<file path="src/rtl/apb2axi_pkg.sv">
// Shared definitions for the APB-to-AXI bridge: FSM state encoding,
// fixed AXI field values and the write-lane strobe helper.
package apb2axi_pkg;

  typedef enum logic [2:0] {
    IDLE  = 3'd0,
    RADDR = 3'd1,
    RDATA = 3'd2,
    WREQ  = 3'd3,
    WRESP = 3'd4,
    DONE  = 3'd5
  } state_e;

  localparam logic [2:0] SIZE_4B    = 3'd2;
  localparam logic [1:0] BURST_INCR = 2'd1;
  localparam logic [1:0] RESP_OKAY  = 2'd0;

  // Place the 4-bit APB strobe on the upper or lower word of the 64-bit bus.
  function automatic logic [7:0] lane_strb(input logic hi, input logic [3:0] strb);
    return hi ? {strb, 4'h0} : {4'h0, strb};
  endfunction

endpackage

</file>
<file path="src/rtl/apb2axi.sv">
// APB completer that turns each 32-bit APB access into one single-beat
// 32-bit AXI transaction on a 64-bit bus, one transaction outstanding.
module apb2axi
  import apb2axi_pkg::*;
#(
  parameter int AWID   = 32,
  parameter int IDWID  = 4,
  parameter int DWID   = 64,
  parameter int AXI_ID = 0,
  parameter int EXTRAS = 8
) (
  input  logic                clk,
  input  logic                rst_n,
  // APB completer
  input  logic                psel,
  input  logic                penable,
  input  logic                pwrite,
  input  logic [AWID-1:0]     paddr,
  input  logic [DWID/2-1:0]   pwdata,
  input  logic [3:0]          pstrb,
  output logic                pready,
  output logic [DWID/2-1:0]   prdata,
  output logic                pslverr,
  // AXI read address
  output logic [IDWID-1:0]    arid,
  output logic [AWID-1:0]     araddr,
  output logic [7:0]          arlen,
  output logic [2:0]          arsize,
  output logic [1:0]          arburst,
  output logic [EXTRAS-1:0]   arextras,
  output logic                arvalid,
  input  logic                arready,
  // AXI read data
  input  logic [IDWID-1:0]    rid,
  input  logic [DWID-1:0]     rdata,
  input  logic [1:0]          rresp,
  input  logic                rlast,
  input  logic                rvalid,
  output logic                rready,
  // AXI write address
  output logic [IDWID-1:0]    awid,
  output logic [AWID-1:0]     awaddr,
  output logic [7:0]          awlen,
  output logic [2:0]          awsize,
  output logic [1:0]          awburst,
  output logic [EXTRAS-1:0]   awextras,
  output logic                awvalid,
  input  logic                awready,
  // AXI write data
  output logic [DWID-1:0]     wdata,
  output logic [DWID/8-1:0]   wstrb,
  output logic                wlast,
  output logic                wvalid,
  input  logic                wready,
  // AXI write response
  input  logic [IDWID-1:0]    bid,
  input  logic [1:0]          bresp,
  input  logic                bvalid,
  output logic                bready
);

  localparam logic [IDWID-1:0] ID_C = IDWID'(AXI_ID);

  state_e              state_q,    state_d;
  logic [AWID-1:0]     addr_q,     addr_d;
  logic [DWID/2-1:0]   wdata_q,    wdata_d;
  logic [3:0]          strb_q,     strb_d;
  logic [DWID/2-1:0]   prdata_q,   prdata_d;
  logic                err_q,      err_d;
  logic                aw_done_q,  aw_done_d;
  logic                w_done_q,   w_done_d;

  // Next-state and datapath capture for the bridge FSM.
  always_comb begin
    state_d   = state_q;
    addr_d    = addr_q;
    wdata_d   = wdata_q;
    strb_d    = strb_q;
    prdata_d  = prdata_q;
    err_d     = err_q;
    aw_done_d = aw_done_q;
    w_done_d  = w_done_q;
    case (state_q)
      IDLE: begin
        // Only the access phase launches; the setup phase is ignored.
        if (psel && penable) begin
          addr_d    = paddr;
          wdata_d   = pwdata;
          strb_d    = pstrb;
          err_d     = 1'b0;
          aw_done_d = 1'b0;
          w_done_d  = 1'b0;
          state_d   = pwrite ? WREQ : RADDR;
        end
      end
      RADDR: begin
        if (arready) state_d = RDATA;
      end
      RDATA: begin
        if (rvalid) begin
          prdata_d = addr_q[2] ? rdata[DWID-1:DWID/2] : rdata[DWID/2-1:0];
          err_d    = (rresp != RESP_OKAY) || (rid != ID_C) || !rlast;
          state_d  = DONE;
        end
      end
      WREQ: begin
        // Address and data channels complete independently, possibly together.
        aw_done_d = aw_done_q | awready;
        w_done_d  = w_done_q | wready;
        if (aw_done_d && w_done_d) state_d = WRESP;
      end
      WRESP: begin
        if (bvalid) begin
          err_d   = (bresp != RESP_OKAY) || (bid != ID_C);
          state_d = DONE;
        end
      end
      DONE: begin
        state_d = IDLE;
      end
      default: begin
        state_d = IDLE;
      end
    endcase
  end

  // State and captured-transaction registers.
  always_ff @(posedge clk or negedge rst_n) begin
    if (!rst_n) begin
      state_q   <= IDLE;
      addr_q    <= '0;
      wdata_q   <= '0;
      strb_q    <= '0;
      prdata_q  <= '0;
      err_q     <= 1'b0;
      aw_done_q <= 1'b0;
      w_done_q  <= 1'b0;
    end else begin
      state_q   <= state_d;
      addr_q    <= addr_d;
      wdata_q   <= wdata_d;
      strb_q    <= strb_d;
      prdata_q  <= prdata_d;
      err_q     <= err_d;
      aw_done_q <= aw_done_d;
      w_done_q  <= w_done_d;
    end
  end

  // Handshake outputs are decoded from registered state only.
  assign arvalid  = (state_q == RADDR);
  assign rready   = (state_q == RDATA);
  assign awvalid  = (state_q == WREQ) && !aw_done_q;
  assign wvalid   = (state_q == WREQ) && !w_done_q;
  assign bready   = (state_q == WRESP);
  assign pready   = (state_q == DONE);
  assign pslverr  = (state_q == DONE) && err_q;
  assign prdata   = prdata_q;

  assign arid     = ID_C;
  assign araddr   = addr_q;
  assign arlen    = 8'd0;
  assign arsize   = SIZE_4B;
  assign arburst  = BURST_INCR;
  assign arextras = '0;

  assign awid     = ID_C;
  assign awaddr   = addr_q;
  assign awlen    = 8'd0;
  assign awsize   = SIZE_4B;
  assign awburst  = BURST_INCR;
  assign awextras = '0;

  assign wdata    = {wdata_q, wdata_q};
  assign wstrb    = lane_strb(addr_q[2], strb_q);
  assign wlast    = 1'b1;

endmodule

</file>
<file path="config.mk">
export PLATFORM = sky130hd
export DESIGN_NAME = apb2axi
export DESIGN_NICKNAME = d
export VERILOG_FILES = /design/src/rtl/apb2axi_pkg.sv /design/src/rtl/apb2axi.sv
export SDC_FILE = /design/constraint.sdc
export NUM_CORES = 1
export LEC_CHECK = 0
export ABC_CLOCK_PERIOD_IN_PS = 1500
export BUFFER_PORTS_ARGS = -buffer_cell sky130_fd_sc_hd__buf_2
export CAP_MARGIN = 30
export CORE_AREA = 2 2 147 149
export CTS_CLUSTER_DIAMETER = 60
export DETAILED_ROUTE_END_ITERATION = 16
export DIE_AREA = 0 0 149 151
export RECOVER_POWER = 50
export SYNTH_ARGS = -nofsm -noshare
export SYNTH_HDL_FRONTEND = slang
export SYNTH_SLANG_ARGS = --single-unit
</file>
<file path="constraint.sdc">
create_clock -name clk -period 1.5 [get_ports clk]
set_input_delay 0.225 -clock clk [delete_from_list [all_inputs] [get_ports clk]]
set_output_delay 0.225 -clock clk [all_outputs]
set_load 0.02 [all_outputs]
</file>
# Word level (Yosys, flattened, before mapping)
# Cells that the tools add are included.
# totals
register_bits,106
output_inout_bits,226
word_cells,58
# classes
muxes,15
reduce_logical,23
bitwise_logic,2
eq_ne,10
# ops
operator,count
two-way mux 32 bit,1
two-way mux 3 bit,5
one-hot mux 3 bit (5 select lines),1
two-way mux 8 bit,1
"inequality test 2 bit, second input constant",4
nonzero test 4 bit,2
"== test 3 x 2 -> 1 bit, second input constant",2
"== test 3 bit, second input constant",2
AND reduction 2 bit,3
nonzero test 2 bit,3
logical AND 1 bit,5
AND reduction 5 bit,1
one-hot mux 1 bit (2 select lines),2
AND reduction 4 bit,1
"== test 3 x 1 -> 1 bit, second input constant",1
zero test 1 bit,3
zero test 3 bit,1
logical OR 1 bit,3
two-way mux 1 bit,3
one-hot mux 1 bit (3 select lines),1
nonzero test 3 bit,1
two-way mux 2 bit,1
"inequality test 2 x 1 -> 1 bit, second input constant",1
bitwise OR 1 bit,2

# Depth between registers and ports, before layout
# Gate-level depths: netlist of run 1.
# depth
ltp_word,5
depth_mapped,7
mapped_depth_nobuf,4

# Least setup slack after synthesis of run 1
# OpenSTA, ideal clock, no wires.
# synth_timing
path_type,register to register
startpoint,register state_q[2]
endpoint,register addr_q[0] (netlist: araddr[0])
arrival_time_ps,1470
required_time_ps,1375
setup_time_ps,125
period_less_slack_ps,1595
path_stages_with_launch,6
setup_slack_ps,-95
n_path_buf,2
cell_sequence,dfrtp_1 -> buf_6 -> nand3b_4 -> nor3_4 -> buf_6 -> mux2_2
# synth_between
elab_chain_cells,2
# synth_lines
item,line_no,rtl
from (decl),apb2axi.sv:64,"state_e state_q, state_d;"
from (signal assigned),apb2axi.sv:139,state_q <= state_d;
zero test 3 bit,apb2axi.sv:83,case (state_q)
AND reduction 2 bit (no line),--,
to (signal assigned),apb2axi.sv:140,addr_q <= addr_d;
to (decl),apb2axi.sv:65,"logic [AWID-1:0] addr_q, addr_d;"
# No other way between the ends.
# A chain may end at the register's enable or synchronous reset.

# Worst setup path after layout of run 1
# layout_timing
startpoint,register state_q[2]
endpoint,output pslverr
# layout_between
elab_chain_cells,2
# layout_lines
item,line_no,rtl
== test 3 bit,apb2axi.sv:157,assign pslverr = (state_q == DONE) && err_q;
logical AND 1 bit,apb2axi.sv:157,
to (decl),apb2axi.sv:23,"output logic pslverr,"
# No other way between the ends.

==> results of run 1 <==
[sequential cells by signal (all words and copies together) (netlist names)]
name	count
strb_q	4
err_q	1
state_q	3
w_done_q	1
araddr	32
aw_done_q	1
wdata_q	32
prdata	32
[cell type report]
class	instances	share of cell area (%)
Sequential cell	106	33.89
Timing Repair Buffer	374	29.99
Multi-Input combinational cell	258	27.93
Tap cell	275	4.392
Clock buffer	11	3.226
Clock inverter	5	0.5749
[cell families (layout without fill, tap and decap cells)]
group | after synthesis | in the layout | synth area share [%]
AND/OR/NAND/NOR | 62 | 62 | 6.096
flip-flops | 106 | 106 | 49.51
AO/OA/AOI/OAI | 44 | 44 | 4.624
other | 2 | 51 | 0.1402
buffers and inverters | 137 | 390 | 19.15
multiplexers | 101 | 101 | 20.48
[metal layers]
| metal | track usage [%] | vias up | routed length (microns) |
|---|---|---|---|
| li1 | - | 1958 | - |
| met1 | 15.30 | 1997 | 6362 |
| met2 | 21.47 | 177 | 8185 |
| met3 | 2.229 | 9 | 890 |
| met4 | 4.714 | 0 | 211 |
| met5 | 0 | - | 0 |
[what timing repair did]
action	in CTS	in global routing
cloned	6	5
pin swaps	5	4
buffers inserted	13	6
hold buffers	1	0
setup endpoints to repair	113	115
endpoints found under the hold margin	106	0
gates resized for setup	75	63
[Yosys cell counts]
cell type,number
mux2_1,5
nor3b_1,4
nand2b_1,3
nor2b_1,5
a31oi_1,2
mux2_2,64
o211ai_1,1
buf_6,8
o31ai_1,1
nor4_1,1
nor2_1,37
mux2i_1,32
a21o_1,1
or4_1,1
conb_1,2
a21oi_1,33
and2_1,5
or4b_2,1
o21ai_0,1
a221o_1,1
dfrtp_1,106
and3b_1,1
o22a_1,2
nand3b_4,1
nor3_4,1
nand2_1,2
clkbuf_1,4
buf_2,7
buf_4,118
a211oi_1,2
[stage by stage]
stage                     util, %  setup WS (ns)
after floorplan                 -       -0.09458
after global routing        37.63        -0.2326
after CTS                   36.32        -0.1736
after global placement      32.23       -0.03776
final                       37.63        -0.1710
after detailed placement    32.23       -0.04843
[worst max path at each step]
stage,from,to,slack [ns],cells past startpoint
2_1_floorplan,state_q[2],araddr[0],-0.09,5
3_3_place_gp,rid[0],err_q,-0.04,5
3_5_place_dp,state_q[2],araddr[13],-0.05,4
4_1_cts,state_q[2],wvalid,-0.17,6
5_1_grt,state_q[2],awvalid,-0.23,6
6_report,state_q[2],pslverr,-0.17,5
[where the power goes]
part	internal, mW	switching, mW
clock network	1.25	1.16
logic	4.82	5.84
registers	4.31	1.08
==> out/qor.txt, run 1 <==
Fin crit period: 1.671 ns
Layout cell share with drive strength beyond 1: 59.42%
CTS tree: done
Fin. Hold Viols: 0
Starting Density: 25.73%
Count of final max-slew check failures: 0
RR Startpoint: state_q[1]
Deepest clock path buffer count: 2
Finished Layout Cells: 1,029
Final wirelength: 15,650 microns
DRC: 0
FP Rows: 53
Fin crit share: 111.4%
Final setup TNS: -5.719 ns
Placer congestion estimate: 0.7935
Initial drt markers: 148
Synth unique cells: 30
VDD IR max: 966.1 uV
Top post-synthesis cells by area: dfrtp_1 (50%), buf_4 (17%), mux2_2 (13%)
Cell area after layout: 7835 sq um
Fillers: 2,133
Crit. End Element: output pin
Crit path kind: flip-flop to output pin
Placed cells: 984
R2R depth: 6
YS warnings: 0
Commonest non-fill, non-tap cells in the layout: buf_2 (286), dfrtp_1 (104), mux2_4 (68), conb_1 (51), nor2_1 (35)
Hold WC Path Type: primary input to flip-flop
Violated checks: setup timing
Final hold slack: 0.09842 ns
Die Ht: 151 microns
Cells after Synth: 452
Synth top area share: 49.51%
TritonCTS buffer count: 9
Final Net Count: 904
Max-cap violations: 0
Clk_lat worst skew: 0.35 ns
Routed vias/inst: 4.024
DP Area: 6710 sq um
Syn avg cell area: 11.85 sq um
Final Total Pwr: 18.45 mW
Worst slew pin tran: 0.7602 ns
Hold depth: 2
Sequential fraction of the synthesis area: 49.51%
Most common cell after layout, fill and taps aside: buf_2
Flip-flop and latch area: 2655 sq um
Pwr Density: 2355 nW/um^2
Startpoint types: flip-flop
Worst EP arrival: 1.45 ns
Worst slew margin: 49.32%
Mapped Area: 5358 sq um
Number of port buffers: 329
Die width: 149 microns
Max frequency: 0.5984 GHz
Register bit total from synthesis: 106
Clock H-tree levels: 3
Leading area contributor after synthesis: dfrtp_1
Final worst slack: -0.1710 ns
Worst Path Buf+Inv: 3
Worst path most repeated cell: buf_6
DP HPWL: 10,720 microns
Final setup vio count: 99
Worst reg2reg endpoint: wdata_q[14]
Area grow syn2layout: 46.24%
Top-Level Pins: 381
Pin count of the biggest net entering global routing: 65
Antenna Nets Post-Route: 0
Root buffer cell: clkbuf_16
Core Area: 20,820 sq um
Diode count: 0
Hold EP: wdata_q[20]
Sink Count: 106
Area occupied by multi-input gates: 2188 sq um
CP max-delay cell: dfrtp_1
Clock-pin slew on the worst setup and hold paths: 0.08 ns
Vias in the first global route: 3,775
Outcome: finished with violations
Worst EP required: 1.27 ns
Crit-path max FO: 5
Pleak: 4.032 nW
TritonRoute pass-1 iters: 4
First-pass GRT wire length: 21,180 microns
Global route overflow: 0
FF-to-FF setup slack: -0.12 ns
Crit-path cells: buf_6 > buf_6 > and3b_1 > and2_4 > buf_6
Via count: 4,141
WL/cell: 15.21 microns
Max incr delay on CP: 0.39 ns
Clock skew: 0.007013 ns
Antenna violations before repair: 0
Hold_sp: pwdata[20]
CP top delay family: flip-flops
Die area: 22,500 sq um
RSZ-0062 raised after global routing: true
GR Util All Layers: 12.36%
Note: power is estimated with default switching activity, not from simulation.
==> run 2: changes to the inputs <==
Settings changed: ABC_AREA set to 1, MAX_ROUTING_LAYER set to met4.
==> out/qor.txt, run 2 <==
Root buffer cell: clkbuf_16
Pwr Density: 2222 nW/um^2
Die area: 22,500 sq um
CTS tree: done
Cells after Synth: 634
Most common cell after layout, fill and taps aside: buf_2
Sink Count: 106
R2R depth: 8
Crit path kind: flip-flop to output pin
Finished Layout Cells: 1,208
Die Ht: 151 microns
Pin count of the biggest net entering global routing: 65
Clock H-tree levels: 3
Async set or reset register ratio after synthesis: 100.0%
Register bit total from synthesis: 106
Vias in the first global route: 4,340
Initial drt markers: 185
Top post-synthesis cells by area: dfrtp_1 (48%), buf_4 (16%), nand2_1 (15%)
Clk_lat worst skew: 0.35 ns
DRC: 0
Final Net Count: 1,082
YS warnings: 0
Fin crit period: 1.591 ns
CP max-delay cell: dfrtp_2
Routing usage on met2: 23.02%
Max frequency: 0.6284 GHz
First-pass GRT wire length: 22,760 microns
Routed vias/inst: 4.049
Cell area after layout: 7639 sq um
FP Rows: 53
Pleak: 4.238 nW
Violated checks: setup timing
Deepest clock path buffer count: 2
Syn avg cell area: 8.650 sq um
Max incr delay on CP: 0.42 ns
Met1 GRT Util: 15.87%
Fillers: 2,206
Global route overflow: 0
DP Area: 6809 sq um
Number of flops mapped to enable cells by yosys: 0
Antenna Nets Post-Route: 0
Worst slew pin tran: 0.8466 ns
Via count: 4,891
Clock skew: 0.009235 ns
Flip-flop and latch area: 2655 sq um
Crit. End Element: output pin
Synth top area share: 48.37%
Number of port buffers: 329
Core Area: 20,820 sq um
Count of final max-slew check failures: 0
TritonCTS buffer count: 9
Top-count cell post-synth: nand2_1
DP HPWL: 11,620 microns
Fin crit share: 106.1%
Leading area contributor after synthesis: dfrtp_1
Crit-path cells: inv_2 > nor3_4 > and2_4 > buf_6
Worst slew margin: 43.56%
Synth unique cells: 22
RSZ-0062 raised after global routing: true
Worst EP arrival: 1.37 ns
Placed cells: 1,162
VDD IR max: 787.4 uV
TritonRoute pass-1 iters: 4
Grt met3 use: 2.620%
Max-cap violations: 0
Worst EP required: 1.27 ns
Area occupied by multi-input gates: 1974 sq um
Final setup vio count: 40
Hold depth: 3
Crit-path max FO: 3
Placer congestion estimate: 0.7873
Sequential fraction of the synthesis area: 48.37%
Outcome: finished with violations
GR Util All Layers: 13.39%
Startpoint types: flip-flop
Fin. Hold Viols: 0
Antenna violations before repair: 1
Clock-pin slew on the worst setup and hold paths: 0.08 ns
Layout cell share with drive strength beyond 1: 41.09%
Area grow syn2layout: 39.29%
Ys flop type: dfrtp_1
Hold WC Path Type: primary input to flip-flop
Top-Level Pins: 381
GRT busiest layer: met2
Commonest cells post-synth: nand2_1 (223), buf_4 (116), dfrtp_1 (106)
Die width: 149 microns
WL/cell: 14.29 microns
Final wirelength: 17,260 microns
Commonest non-fill, non-tap cells in the layout: buf_2 (270), nand2_1 (214), dfrtp_1 (104), conb_1 (51)
Starting Density: 26.34%
Mapped Area: 5484 sq um
Final worst slack: -0.09139 ns
==> run 2: cell types whose count changed after synthesis, moves of 3 or more <==
cell      delta
nor2b_1      -5
nor3b_1      -4
a21oi_1      -5
nand2_1    +221
nand3_1      +5
nor2_1      +16
inv_1       +19
and2_1       -4
mux2_1       -5
a21oi_2      +5
buf_2        +7
nand2b_1     -3
mux2_2      -64
o21ai_0      +8
==> run 2: cells by family after synthesis <==
logic type      synth area share, %
flops                         48.37
other cells                  0.1369
mux                           5.841
buf+inv                       20.79
compound gates                4.175
simple gates                  20.69
==> run 2: repair_timing <==
| item | 4_1_cts | 5_1_grt |
|---|---|---|
| endpoints found under the hold margin | 106 | 0 |
| buffers inserted | 12 | 5 |
| gates cloned | 0 | 11 |
| hold buffers | 1 | 0 |
| pin swaps | 5 | 2 |
| setup endpoints to repair | 16 | 103 |
| gates resized for setup | 47 | 33 |
==> run 2: critical path, delay by kind of cell, from the launching register on <==
family,cells,cell delay [ns]
flip-flops,1,0.42
buffers and inverters,2,0.20
AND/OR/NAND/NOR,2,0.41
==> run 2: power by group <==
part           internal [mW]  switching, mW  leakage, nW
clock network           1.25           1.14        0.148
logic                   3.40           5.92         2.81
registers               4.22           1.05         1.28
total                   8.86           8.11         4.24
==> run 2: worst paths after layout <==
path	slack, ns	endpoint	start
max reg2reg	-0.02	araddr[27]	state_q[1]
min reg2reg	0.50	wdata_q[7]	wdata_q[7]
max	-0.09	pslverr	state_q[2]
min in group asynchronous	0.56	prdata[13]	rst_n
max in group asynchronous	0.28	aw_done_q	rst_n
min	0.07	wdata_q[30]	pwdata[30]
==> run 2: cell type report <==
type                    count  area share, %
flip-flops and latches    106          34.76
repair buffers            375          29.91
multi-input cells         414          25.85
well taps                 275          4.505
clock buffers              11          3.309
inverters                  21          1.032
clock inverters             5         0.6061
diodes                      1        0.03276
==> run 2: per-stage QoR <==
| stage | power, mW | worst slack (ns) | util (%) | hold slack [ns] | TNS, ns |
|---|---|---|---|---|---|
| 3_3_place_gp | 13.58 | 0.08241 | 32.70 | 0.2401 | 0 |
| 3_5_place_dp | 13.70 | 0.06986 | 32.70 | 0.2402 | 0 |
| 2_1_floorplan | 11.61 | 0.05043 | - | -0.07059 | 0 |
| 5_1_grt | 18.20 | -0.1754 | 36.68 | 0.05858 | -7.071 |
| 4_1_cts | 16.69 | -0.1077 | 35.24 | 0.04648 | -0.8854 |
| 6_report | 16.97 | -0.09139 | 36.68 | 0.06812 | -0.6203 |
==> run 2: routing by layer <==
layer,wire [microns],part of all wire (%)
met5,0,0
met3,1013,5.9
met4,235,1.4
met2,8715,50
met1,7298,42
==> run 3: changes to the inputs <==
Settings changed: PLACE_DENSITY_LB_ADDON set to 0.2.
==> out/qor.txt, run 3 (synthesis results as in run 2) <==
Die width: 149 microns
Die Ht: 151 microns
Number of port buffers: 329
Fin util: 37.86%
Vias in the first global route: 4,358
Pin count of the biggest net entering global routing: 65
Crit. End Element: output pin
Cell area after layout: 7884 sq um
RSZ-0062 raised after global routing: true
Fillers: 2,229
Count of final max-slew check failures: 0
Area occupied by multi-input gates: 1946 sq um
RR Startpoint: state_q[2]
Sink Count: 106
WL/cell: 15.54 microns
Worst EP required: 1.27 ns
Antenna violations before repair: 0
Antenna Nets Post-Route: 0
Root buffer cell: clkbuf_16
VDD IR max: 603.8 uV
DP Area: 6812 sq um
Placer congestion estimate: 0.7441
Clock H-tree levels: 3
Max frequency: 0.6170 GHz
Clock-pin slew on the worst setup and hold paths: 0.08 ns
DRC: 0
Start point of the critical path: state_q[0]
Final Net Count: 1,093
Deepest clock path buffer count: 2
Diode count: 0
Core Area: 20,820 sq um
FP Rows: 53
Worst reg2reg endpoint: aw_done_q
Most common cell after layout, fill and taps aside: buf_2
Startpoint types: flip-flop
Final worst slack: -0.1207 ns
Fin crit period: 1.621 ns
TritonRoute pass-1 iters: 4
CTS tree: done
Worst slew margin: 57.85%
Commonest non-fill, non-tap cells in the layout: buf_2 (276), nand2_1 (220), dfrtp_1 (103), conb_1 (51), nor2_1 (46)
Placed cells: 1,159
Pwr Density: 2186 nW/um^2
Violated checks: setup timing
Final wirelength: 18,930 microns
Area grow syn2layout: 43.76%
Via count: 4,899
Crit-path max FO: 5
Routed vias/inst: 4.022
FF-to-FF setup slack: -0.11 ns
Fin. Hold Viols: 0
Worst slew pin tran: 0.6322 ns
Die area: 22,500 sq um
DP HPWL: 11,820 microns
Outcome: finished with violations
Global route overflow: 0
GR Util All Layers: 14.21%
Starting Density: 26.34%
TritonCTS buffer count: 9
Initial drt markers: 152
Flip-flop and latch area: 2656 sq um
Pleak: 4.381 nW
Clock skew: 0.01128 ns
Crit path kind: flip-flop to output pin
Top-Level Pins: 381
Layout cell share with drive strength beyond 1: 41.25%
Clk_lat worst skew: 0.36 ns
Finished Layout Cells: 1,218
Worst EP arrival: 1.40 ns
First-pass GRT wire length: 23,660 microns
Fin crit share: 108.0%
Hold WC Path Type: primary input to flip-flop
R2R depth: 8
Final setup vio count: 75
Max-cap violations: 0
Worst setup path endpoint: pslverr
-- run 3: changes by cell type in the layout (fill, tap and decap cells not counted), sizes merged --
cell,before,now
clkinvlp,0,3
clkinv,3,1
buf,320,324
clkbuf,65,69
bufbuf,0,2
diode,1,0
-- run 3: final cells by class --
cell class | instances | share of cell area [%]
sequential | 106 | 33.69
clock inverter | 6 | 0.6189
multi-input combinational | 414 | 24.68
tap | 275 | 4.364
timing repair buffer | 386 | 32.33
inverter | 21 | 1.286
clock buffer | 10 | 3.031
-- run 3: worst min path at each step --
| stage | from | endpoint | slack, ns | cells after the start |
|---|---|---|---|---|
| 6_report | paddr[27] | araddr[27] | 0.06 | 3 |
| 5_1_grt | paddr[19] | araddr[19] | 0.06 | 3 |
| 4_1_cts | paddr[3] | araddr[3] | 0.05 | 3 |
| 3_5_place_dp | rst_n | strb_q[3] | 0.19 | 1 |
| 3_3_place_gp | rst_n | prdata[22] | 0.19 | 1 |
| 2_1_floorplan | rst_n | araddr[0] | -0.07 | 0 |
-- run 3: routing by layer --
metal | global-route usage [%] | vias to the layer above | share of wire [%]
li1 | - | 2418 | -
met1 | 16.72 | 2255 | 43
met2 | 24.29 | 211 | 49
met3 | 2.861 | 15 | 6.5
met4 | 5.000 | 0 | 1.3
met5 | - | - | 0
-- run 3: critical path, cell delays in order (launching register included) --
cell and delay (ns):
dfrtp_2 0.45, clkinvlp_4 0.17, nor3_4 0.15, and2_4 0.17, buf_6 0.11
-- run 3: metrics by stage --
| stage | setup WS [ns] | setup TNS [ns] | hold WS (ns) | power (mW) |
|---|---|---|---|---|
| after floorplan | 0.05043 | 0 | -0.07059 | 11.61 |
| after global placement | 0.07685 | 0 | 0.1886 | 13.60 |
| after detailed placement | 0.03656 | 0 | 0.1865 | 13.65 |
| after CTS | -0.1514 | -1.429 | 0.04848 | 16.57 |
| after global routing | -0.1903 | -11.36 | 0.05560 | 18.47 |
| final | -0.1207 | -5.059 | 0.06107 | 17.23 |
-- run 3: repair_timing --
item / CTS / global route
gates resized for setup: 21 / 50
setup buffers: 8 / 12
cloned: 2 / 20
hold endpoints to repair: 21 / 0
pin swaps: 2 / 5
hold buffers: 1 / 0
setup endpoints to repair: 15 / 110
-- run 3: report_power, final --
group	total (mW)	internal [mW]	switching (mW)
logic	9.68	3.62	6.06
clock network	2.39	1.20	1.19
registers	5.16	4.22	0.938
total	17.2	9.04	8.19
